$ cat config.mk
export PLATFORM = sky130hd
export DESIGN_NAME = rd_ptr_ctrl_flat
export DESIGN_NICKNAME = d
export VERILOG_FILES = /design/src/rtl/rd_ptr_ctrl_if.sv /design/src/rtl/rd_ptr_ctrl.sv /design/src/flat_wrapper.sv
export SDC_FILE = /design/constraint.sdc
export NUM_CORES = 1
export LEC_CHECK = 0
export BUFFER_PORTS_ARGS = -buffer_cell sky130_fd_sc_hd__buf_2
export CAP_MARGIN = 10
export CORE_AREA = 2 2 39 41
export CTS_BUF_LIST = sky130_fd_sc_hd__clkbuf_4 sky130_fd_sc_hd__clkbuf_8 sky130_fd_sc_hd__clkbuf_16
export CTS_CLUSTER_SIZE = 14
export DETAILED_ROUTE_END_ITERATION = 8
export DIE_AREA = 0 0 41 43
export MAX_ROUTING_LAYER = met4
export PLACE_DENSITY_LB_ADDON = 0.1
export SLEW_MARGIN = 15
export SYNTH_ARGS = -nofsm -noshare
export SYNTH_HDL_FRONTEND = slang
export SYNTH_SLANG_ARGS = --single-unit
$ cat constraint.sdc
create_clock -name clock -period 1.4 [get_ports clock]
set_input_delay 0.28 -clock clock [delete_from_list [all_inputs] [get_ports clock]]
set_output_delay 0.28 -clock clock [all_outputs]
set_load 0.05 [all_outputs]
$ cat src/rtl/rd_ptr_ctrl_if.sv
// Read-side pointer bus between the consumer/empty generator and rd_ptr_ctrl.
interface rd_ptr_ctrl_if #(
    parameter int DEPTH = 8
);
    localparam int AW = $clog2(DEPTH);

    logic          rd_en;
    logic          empty;
    logic          rd_ack;
    logic [AW-1:0] rd_addr;
    logic [AW-1:0] ptr_next;
    logic [AW-1:0] rptr_gray;
    logic [AW-1:0] wptr_gray_async;
    logic [AW-1:0] wptr_sync;
    logic          underflow;

    // Consumer / empty-generator side.
    modport master (
        output rd_en,
        output empty,
        output wptr_gray_async,
        input  rd_ack,
        input  rd_addr,
        input  ptr_next,
        input  rptr_gray,
        input  wptr_sync,
        input  underflow
    );

    // Pointer controller side.
    modport slave (
        input  rd_en,
        input  empty,
        input  wptr_gray_async,
        output rd_ack,
        output rd_addr,
        output ptr_next,
        output rptr_gray,
        output wptr_sync,
        output underflow
    );
endinterface

$ cat src/rtl/rd_ptr_ctrl.sv
// Read-domain pointer manager for the dual-clock FIFO: owns the binary read
// pointer, exports it as Gray code, and synchronizes the Gray write pointer.
module rd_ptr_ctrl #(
    parameter int DEPTH       = 8,
    parameter int SYNC_STAGES = 2
) (
    input  logic          clock,
    input  logic          resetn,
    rd_ptr_ctrl_if.slave  bus
);
    localparam int AW = $clog2(DEPTH);

    logic [AW-1:0] r_rptr;
    logic [AW-1:0] r_rptr_gray;
    logic          r_underflow;
    logic [AW-1:0] r_wsync [SYNC_STAGES];

    logic          w_rd_ack;
    logic [AW-1:0] w_ptr_next;
    logic [AW-1:0] w_wptr_bin;

    // Accept a pop only when data is present; pointer wraps naturally at AW bits.
    always_comb begin
        w_rd_ack   = bus.rd_en & ~bus.empty;
        w_ptr_next = r_rptr + {{(AW-1){1'b0}}, w_rd_ack};
    end

    // Binary read pointer and its Gray image advance together so they never disagree.
    always_ff @(posedge clock) begin
        if (!resetn) begin
            r_rptr      <= '0;
            r_rptr_gray <= '0;
        end else begin
            r_rptr      <= w_ptr_next;
            r_rptr_gray <= w_ptr_next ^ (w_ptr_next >> 1);
        end
    end

    // Sticky flag: a pop request seen while empty is an error until reset.
    always_ff @(posedge clock) begin
        if (!resetn) begin
            r_underflow <= 1'b0;
        end else if (bus.rd_en && bus.empty) begin
            r_underflow <= 1'b1;
        end
    end

    // Plain flop chain for the asynchronous Gray write pointer; no logic between stages.
    always_ff @(posedge clock) begin
        if (!resetn) begin
            for (int i = 0; i < SYNC_STAGES; i++) begin
                r_wsync[i] <= '0;
            end
        end else begin
            r_wsync[0] <= bus.wptr_gray_async;
            for (int i = 1; i < SYNC_STAGES; i++) begin
                r_wsync[i] <= r_wsync[i-1];
            end
        end
    end

    // Gray-to-binary on the last sync stage: bit i is the XOR of gray bits AW-1..i.
    always_comb begin
        w_wptr_bin = '0;
        for (int i = 0; i < AW; i++) begin
            w_wptr_bin[i] = ^(r_wsync[SYNC_STAGES-1] >> i);
        end
    end

    assign bus.rd_ack    = w_rd_ack;
    assign bus.rd_addr   = r_rptr;
    assign bus.ptr_next  = w_ptr_next;
    assign bus.rptr_gray = r_rptr_gray;
    assign bus.wptr_sync = w_wptr_bin;
    assign bus.underflow = r_underflow;
endmodule
$ cat src/flat_wrapper.sv
// flat-port wrapper written by rule: the top's interface ports become plain ports
module rd_ptr_ctrl_flat 
#(
    parameter int DEPTH       = 8,
    parameter int SYNC_STAGES = 2
)
  (clock, resetn, bus_rd_en, bus_empty, bus_wptr_gray_async, bus_rd_ack, bus_rd_addr, bus_ptr_next, bus_rptr_gray, bus_wptr_sync, bus_underflow);
  rd_ptr_ctrl_if #(.DEPTH(DEPTH)) bus_i ();
  input  logic clock;
  input  logic resetn;
  input wire logic [$bits(bus_i.rd_en)-1:0] bus_rd_en;
  input wire logic [$bits(bus_i.empty)-1:0] bus_empty;
  input wire logic [$bits(bus_i.wptr_gray_async)-1:0] bus_wptr_gray_async;
  output wire logic [$bits(bus_i.rd_ack)-1:0] bus_rd_ack;
  output wire logic [$bits(bus_i.rd_addr)-1:0] bus_rd_addr;
  output wire logic [$bits(bus_i.ptr_next)-1:0] bus_ptr_next;
  output wire logic [$bits(bus_i.rptr_gray)-1:0] bus_rptr_gray;
  output wire logic [$bits(bus_i.wptr_sync)-1:0] bus_wptr_sync;
  output wire logic [$bits(bus_i.underflow)-1:0] bus_underflow;
  assign bus_i.rd_en = bus_rd_en;
  assign bus_i.empty = bus_empty;
  assign bus_i.wptr_gray_async = bus_wptr_gray_async;
  assign bus_rd_ack = bus_i.rd_ack;
  assign bus_rd_addr = bus_i.rd_addr;
  assign bus_ptr_next = bus_i.ptr_next;
  assign bus_rptr_gray = bus_i.rptr_gray;
  assign bus_wptr_sync = bus_i.wptr_sync;
  assign bus_underflow = bus_i.underflow;
  rd_ptr_ctrl #(.DEPTH(DEPTH), .SYNC_STAGES(SYNC_STAGES)) u_core (.clock(clock), .resetn(resetn), .bus(bus_i));
endmodule
Word level (Yosys, flattened, before mapping)

Memory sizes are Yosys's and may differ from the RTL's.
Cells that the tools add are included.

Reduce and logical (&&, ||, !) cells: 4
Order comparisons: 0
Eq/ne operators: 0
Muxes and demuxes: 4
Bitwise gates (word level): 5
Shifts and indexed selects: 0
Div/mod/pow operators: 0
$mul: 0
Add/sub/neg operators: 1

Operators by type and width:

| cell                | number |
|---|---|
| $reduce_xor A3 Y1   | 3 |
| $mux W3             | 2 |
| $add A3 B1 Y3       | 1 |
| $xor A3 B2 Y3       | 1 |
| $mux W1             | 2 |
| $or A1 B1 Y1        | 2 |
| $and A1 B1 Y1       | 1 |
| $logic_and A1 B1 Y1 | 1 |
| $not A1 Y1          | 1 |

Memories kept: 1
Bits in latches: 0
Word-level logic and storage cells: 18
ROM bits: 0
Memory bits (writable): 6
Register bits after elaboration: 7

Memory list:

| name           | depth | width | read ports | clocked after Yosys merged registers in | write ports | RTL line          | source |
|---|---|---|---|---|---|---|---|
| u_core.r_wsync | 2     | 3     | 2          | 0                                       | 2           | rd_ptr_ctrl.sv:16 | `logic [AW-1:0] r_wsync [SYNC_STAGES];` |

Longest topological paths before layout

Gate-level depths: netlist of run 1.

Word-level depth: 4
Gate-level depth with buffers: 5

Worst setup path after synthesis of run 1

OpenSTA, ideal clock, no wires.

Path type: input port to flip-flop
Start: input port bus_rd_en
End: register u_core.r_rptr_gray[1], in the netlist u_core.bus.rptr_gray[1]
Cell stages on the path: 5
Path buffers: 0
Path slack: -1.110 ns
Arrival: 2.389 ns
Library setup time: 0.121 ns
Cells stage by stage: nor2b_1 > ha_1 > ha_1 > xor2_2 > mux2_4

Cells in the longest elaborated chain, start to end: 3

Ends and longest elaborated chain:

| what                      | RTL line           | source |
|---|---|---|
| start: declaration        | flat_wrapper.sv:11 | `input wire logic [$bits(bus_i.rd_en)-1:0] bus_rd_en;` |
| $and A1 B1 Y1             | rd_ptr_ctrl.sv:24  | `w_rd_ack = bus.rd_en & ~bus.empty;` |
| $add A3 B1 Y3             | rd_ptr_ctrl.sv:25  | `w_ptr_next = r_rptr + {{(AW-1){1'b0}}, w_rd_ack};` |
| named net bus_ptr_next[2] | flat_wrapper.sv:16 | `output wire logic [$bits(bus_i.ptr_next)-1:0] bus_ptr_next;` |
| $xor A3 B2 Y3             | rd_ptr_ctrl.sv:35  | `r_rptr_gray <= w_ptr_next ^ (w_ptr_next >> 1);` |
| end signal: assignment    | rd_ptr_ctrl.sv:35  |  |
| end: declaration          | rd_ptr_ctrl.sv:14  | `logic [AW-1:0] r_rptr_gray;` |

The timed path passes the listed nets, and every way through them passes these cells.
A chain may end at the register's enable or synchronous reset.

Worst setup path in the final report of run 1

Start: register u_core.r_rptr[0], in the netlist u_core.bus.rd_addr[0]
End: output port bus_ptr_next[2]

Cells in the longest elaborated chain, start to end: 1

Ends and longest elaborated chain:

| what                     | RTL line           | source |
|---|---|---|
| start: declaration       | rd_ptr_ctrl.sv:13  | `logic [AW-1:0] r_rptr;` |
| start signal: assignment | rd_ptr_ctrl.sv:34  | `r_rptr <= w_ptr_next;` |
| $add A3 B1 Y3            | rd_ptr_ctrl.sv:25  |  |
| end: declaration         | flat_wrapper.sv:16 |  |

No other way between the ends.

==> flow_metrics.tcl, run 1 <==
set metrics [dict create \
    outcome "finished with violations" \
    violations "negative setup slack" \
    cts.sinks 12 \
    die_x_um 41 \
    grt_pass1_vias 325 \
    hold_buffers 0 \
    syn_area_um2 429.2 \
    async_flop_share_pct 0 \
    row_count 14 \
    gp_congestion 0.6396 \
    drv_cap 0 \
    cp_max_fo 2 \
    area_delta_synth_final_pct 67.35 \
    die_y_um 43 \
    synth.most_common_cell "dfxtp_1" \
    setup.worst_path.end_class "primary output" \
    hp-class "in -> reg" \
    p_leak_nw 0.3463 \
    ios 21 \
    grt_setup_unrepaired "yes" \
    fin_crit_sh_pct 109.1 \
    firstDrtPassIters 1 \
    grtUsageTotal_pct 12.03 \
    syn_nets 45 \
    drc 0 \
    layout.nets 71 \
    peakVddDrop_v 0.0005505 \
    core_region_area_um2 1384 \
    hpwlAfterDp_um 608.1 \
    critPathLaunchType "flop" \
    synth_commonest_cells "12 x dfxtp_1, 9 x and2_1, 3 x nor2b_1, 3 x xor2_1" \
    synthCells 36 \
    grt_pass1_wl_um 1331 \
    worstPathRequired_ns 1.12 \
    synth_cell_types 11 \
    start_util_pct 31.01 \
    routedWlPerCell_um 10.21 \
    clock_latency_ns 0.27 \
    antenna_found_initial 0 \
    skew_ns 0.003629 \
    fin_util_pct 51.90 \
    seq_area_um2 249.0 \
    cp.arrival_ns 1.25 \
    synth_top_cell_by_area "dfxtp_1" \
    worst_pin_slew_ns 0.2525 \
    synth.area.top_cells "dfxtp_1 56%, and2_1 13%, xor2_1 6.1%" \
    drt_wl_total_um 786 \
    drv_slew 0 \
    num_antenna_cells 0 \
    ys_warn_count 0 \
    cts_made_buffers 3 \
    report.final.setup_viol 4 \
    die-area_um2 1763 \
    multi_input_area_um2 251.5 \
    place_ws_ns -0.2227 \
    crit_type "reg -> out" \
    synth_edf_count 0 \
    dpl-instance-area_um2 623.1 \
    synth-seq-area-share_pct 55.98 \
    setup_slack_ns -0.1272 \
    postLayoutCellArea_um2 718.2 \
    portBuffers 20 \
    clk_pin_slew_ns 0.08 \
    vias 322 \
    fmax_mhz 654.8 \
    cts_max_path_buffers 2 \
    grt_max_degree 13 \
    ys.flop_type "dfxtp_1" \
    drt_iter0_drc 0 \
    ys_seq_elements 12 \
    htreeDepth 1 \
    avgSynthCellArea_um2 11.92 \
    max-slew-margin-rel_pct 83.29 \
    yosysTopAreaCellShare_pct 55.98 \
    drive_gt1_share_pct 63.93 \
    min_period_ns 1.527 \
    hold_viol_final 0 \
    ant_nets 0 \
    cts_tree "yes" \
    vias_per_cell 4.182 \
    grt_overflow 0 \
    p_per_area_nw_per_um2 1167 \
    nFillCells 131 \
    cts_root_buf "clkbuf_4" \
]
-- metrics by stage --
step	TNS, ns	cells	power, W	hold WS, ns
floorplan	-1.151	36	0.0005184	0.4073
global placement	-0.4915	71	0.0005488	0.4161
detailed placement	-0.6130	71	0.0005538	0.4163
CTS	-0.4056	77	0.0008509	0.2036
global route	-0.5176	77	0.0008805	0.2156
finish	-0.3528	77	0.0008385	0.2154
-- final timing paths --
check,startpoint,slack [ns],end,cells past startpoint
max,u_core.bus.rd_addr[0],-0.13,bus_ptr_next[2],4
min,bus_wptr_gray_async[1],0.22,u_core.r_wsync[0][1],2
max reg2reg,u_core.bus.rd_addr[0],-0.07,u_core.bus.rptr_gray[1],6
min reg2reg,u_core.r_wsync[0][2],0.44,u_core.r_wsync[0][5],1
-- logic make-up after synthesis --
family                   count (synthesis)  share of synthesized area (%)
flip-flops                              12                          55.98
buffers and inverters                    3                          4.371
AND/OR/NAND/NOR                         13                          19.24
multiplexers                             1                          3.498
adder cells (fa/ha/maj)                  2                          5.830
AO/OA/AOI/OAI                            1                          1.165
XOR/XNOR                                 4                          9.915
-- power breakdown --
group,total [W],leakage (nW),internal [W],switching (W)
clock,0.000271,0.0210,0.000158,0.000113
combinational,0.000198,0.225,0.0000733,0.000125
sequential,0.000369,0.100,0.000358,0.0000111
total,0.000838,0.346,0.000589,0.000249
-- layout make-up --
class	instances	share of cell area [%]
Sequential cell	12	34.67
Clock buffer	4	5.052
Timing Repair Buffer	24	22.47
Multi-Input combinational cell	21	35.02
Tap cell	16	2.787
-- placed cells by master, fill, tap and decap left out, types with 2 or more instances in the layout --
cell type	netlist	layout
buf_2	0	15
and2_1	9	9
dfxtp_1	12	9
buf_4	2	5
xor2_4	0	3
clkbuf_4	0	3
buf_6	0	3
nor2b_1	3	2
ha_4	0	2
dfxtp_4	0	2
-- state kept, by name, summed over array words and instances, names as in the netlist --
name,flops
u_core.bus.rd_addr,3
u_core.bus.rptr_gray,2
u_core.bus.underflow,1
u_core.r_wsync,6
-- critical path, stage by stage (launching register included) --
cell     delay [ns]
dfxtp_2        0.34
ha_4           0.16
ha_4           0.16
xor2_4         0.14
buf_6          0.17
-- per-layer routing --
layer / vias to the layer above / GRT usage, % / share of wire, %
met5: - / - / 0
met4: 0 / 8.000 / 0
met3: 0 / 3.141 / 8.9
met2: 16 / 19.06 / 58
met1: 146 / 12.21 / 33
li1: 160 / - / -
-- what timing repair did --
action | CTS | global route
setup endpoints to repair | 6 | 5
setup buffers | 2 | 0
hold endpoints to repair | 0 | 0
resized for setup | 11 | 1
pin swaps | 3 | 0
(Power assumes the default switching activity.)
==> run 2, diff against run 1 <==
PLACE_DENSITY = 0.62   (was unset)
PLACE_DENSITY_LB_ADDON = unset   (was 0.1)
RECOVER_POWER = 25   (was unset)
==> run 2 against run 1 <==
  * Power decreased by 0.53%
  * Largest power group unchanged
  * Combinational power about the same
  * Non-clock buffer count unchanged
  * Largest cell class unchanged
  * The run still ends with negative setup slack left
  * Clock skew decreased by 0.0019 ns
  * Via count decreased by 1.6%
  * Highest routed layer unchanged
  * Worst hold slack improved by 0.0020 ns
  * Utilization decreased by 0.090 points
  * Routed wire length decreased by 9.0%
  * Die area unchanged
==> flow_metrics.tcl, run 2 (same netlist as run 1, synthesis figures left out) <==
set metrics [dict create \
    p_leak_nw 0.3417 \
    grtUsageTotal_pct 10.26 \
    die_x_um 41 \
    place_ws_ns -0.1835 \
    hp-class "in -> reg" \
    regMostFlops "u_core.r_wsync" \
    grt_overflow 0 \
    p_sw_w 0.0002454 \
    vias 317 \
    grt_pass1_wl_um 1110 \
    p_seq_share_pct 44.3 \
    drt_iter0_drc 3 \
    row_count 14 \
    hold_end "u_core.r_wsync[0][2]" \
    clk_pin_slew_ns 0.07 \
    critPathLaunchType "flop" \
    r2r_end "u_core.bus.rptr_gray[1]" \
    grt_setup_unrepaired "yes" \
    clock_latency_ns 0.27 \
    outcome "finished with violations" \
    grt_pass1_vias 276 \
    seq_area_um2 249.0 \
    routedWlPerCell_um 9.286 \
    max-slew-margin-rel_pct 77.46 \
    cts_tree "yes" \
    gp_congestion 0.7098 \
    worstHoldStart "bus_wptr_gray_async[2]" \
    fmax_mhz 654.8 \
    worstPathRequired_ns 1.12 \
    num_antenna_cells 0 \
    vias_per_cell 4.117 \
    cp.arrival_ns 1.25 \
    htreeDepth 1 \
    layout.nets 71 \
    report.final.setup_viol 4 \
    portBuffers 20 \
    drc 0 \
    firstDrtPassIters 2 \
    postLayoutCellArea_um2 716.9 \
    reg2reg_from "u_core.bus.rd_addr[0]" \
    layout_commonest_cell "buf_2" \
    skew_ns 0.001716 \
    violations "negative setup slack" \
    crit_type "reg -> out" \
    antenna_found_initial 0 \
    hold_buffers 0 \
    internal_power_w 0.0005886 \
    switching_share_pct 29.42 \
    layout_common_cells "14 x buf_2, 9 x dfxtp_1, 7 x and2_1, 5 x buf_4" \
    multi_input_area_um2 251.5 \
    min_period_ns 1.527 \
    p_per_area_nw_per_um2 1163 \
    peakVddDrop_v 0.0007470 \
    ios 21 \
    start_util_pct 31.01 \
    clock_power_share_pct 32.1 \
    worst_pin_slew_ns 0.3381 \
    r2r_slack_ns -0.06 \
    core_region_area_um2 1384 \
    area_delta_synth_final_pct 67.06 \
    die_y_um 43 \
    min_path_cells 2 \
    fin_crit_sh_pct 109.1 \
    drt_wl_total_um 715 \
    largest_reg_flops 6 \
    nFillCells 132 \
    cts_root_buf "clkbuf_4" \
    pwr-share-comb_pct 23.6 \
    setup_slack_ns -0.1271 \
    cts_made_buffers 3 \
    die-area_um2 1763 \
    hold_viol_final 0 \
    setup.worst_path.end_class "primary output" \
    cts.sinks 12 \
    drv_slew 0 \
    ant_nets 0 \
    drive_gt1_share_pct 62.30 \
    dpl-instance-area_um2 630.6 \
    cts_max_path_buffers 2 \
    reg2regPathDepth 6 \
    drv_cap 0 \
    hpwlAfterDp_um 539.7 \
    cp_max_fo 2 \
    grt_max_degree 13 \
]
-- run 2: worst max-delay path: stages, from the launching register on --
cell	delay [ns]
dfxtp_2	0.34
ha_4	0.16
ha_4	0.16
xor2_4	0.14
buf_6	0.17
-- run 2: stage by stage --
step | util (%) | total power (W) | hold slack, ns | std cells | TNS [ns]
floorplan | - | 0.0005184 | 0.4073 | 36 | -1.151
global placement | 45.57 | 0.0005563 | 0.4154 | 72 | -0.5314
finish | 51.81 | 0.0008340 | 0.2174 | 77 | -0.3207
detailed placement | 45.57 | 0.0005572 | 0.4231 | 72 | -0.5622
CTS | 50.90 | 0.0008508 | 0.2037 | 76 | -0.2794
global route | 51.81 | 0.0008803 | 0.1958 | 77 | -0.4958
-- run 2: how the worst max path moves through the flow --
stage,from,to,cells past startpoint
final,u_core.bus.rd_addr[0],bus_ptr_next[2],4
after global routing,u_core.bus.rd_addr[0],bus_ptr_next[2],4
after CTS,u_core.bus.rd_addr[0],bus_ptr_next[2],4
after detailed placement,bus_rd_en,u_core.bus.rptr_gray[1],7
after global placement,bus_rd_en,u_core.bus.rptr_gray[1],7
after floorplan,bus_rd_en,u_core.bus.rptr_gray[1],5
-- run 2: what timing repair did --
action / in CTS / in global routing
resized for setup: 10 / 2
setup buffers: 0 / 1
setup endpoints to repair: 5 / 4
pin swaps: 3 / 0
cloned: 0 / 0
-- run 2: layer usage --
metal	vias up	wire, um	track usage [%]
met2	9	407	15.63
met1	146	263	10.20
li1	162	-	-
met5	-	0	-
met4	0	0	6.000
met3	0	45	4.712
-- run 2: power groups by stage --
| stage | Clock [W] | Sequential, W | Combinational (W) |
|---|---|---|---|
| after CTS | 0.000283 | 0.000371 | 0.000197 |
| after floorplan | 0 | 0.000414 | 0.000105 |
| after global placement | 0 | 0.000377 | 0.000179 |
| after global routing | 0.000300 | 0.000371 | 0.000209 |
| final | 0.000268 | 0.000369 | 0.000197 |
| after detailed placement | 0 | 0.000378 | 0.000179 |
-- run 2: area by class of cell --
cell class	count	share of cell area [%]
Timing Repair Buffer	24	22.34
Multi-Input combinational cell	21	35.08
Tap cell	16	2.792
Sequential cell	12	34.73
Clock buffer	4	5.061
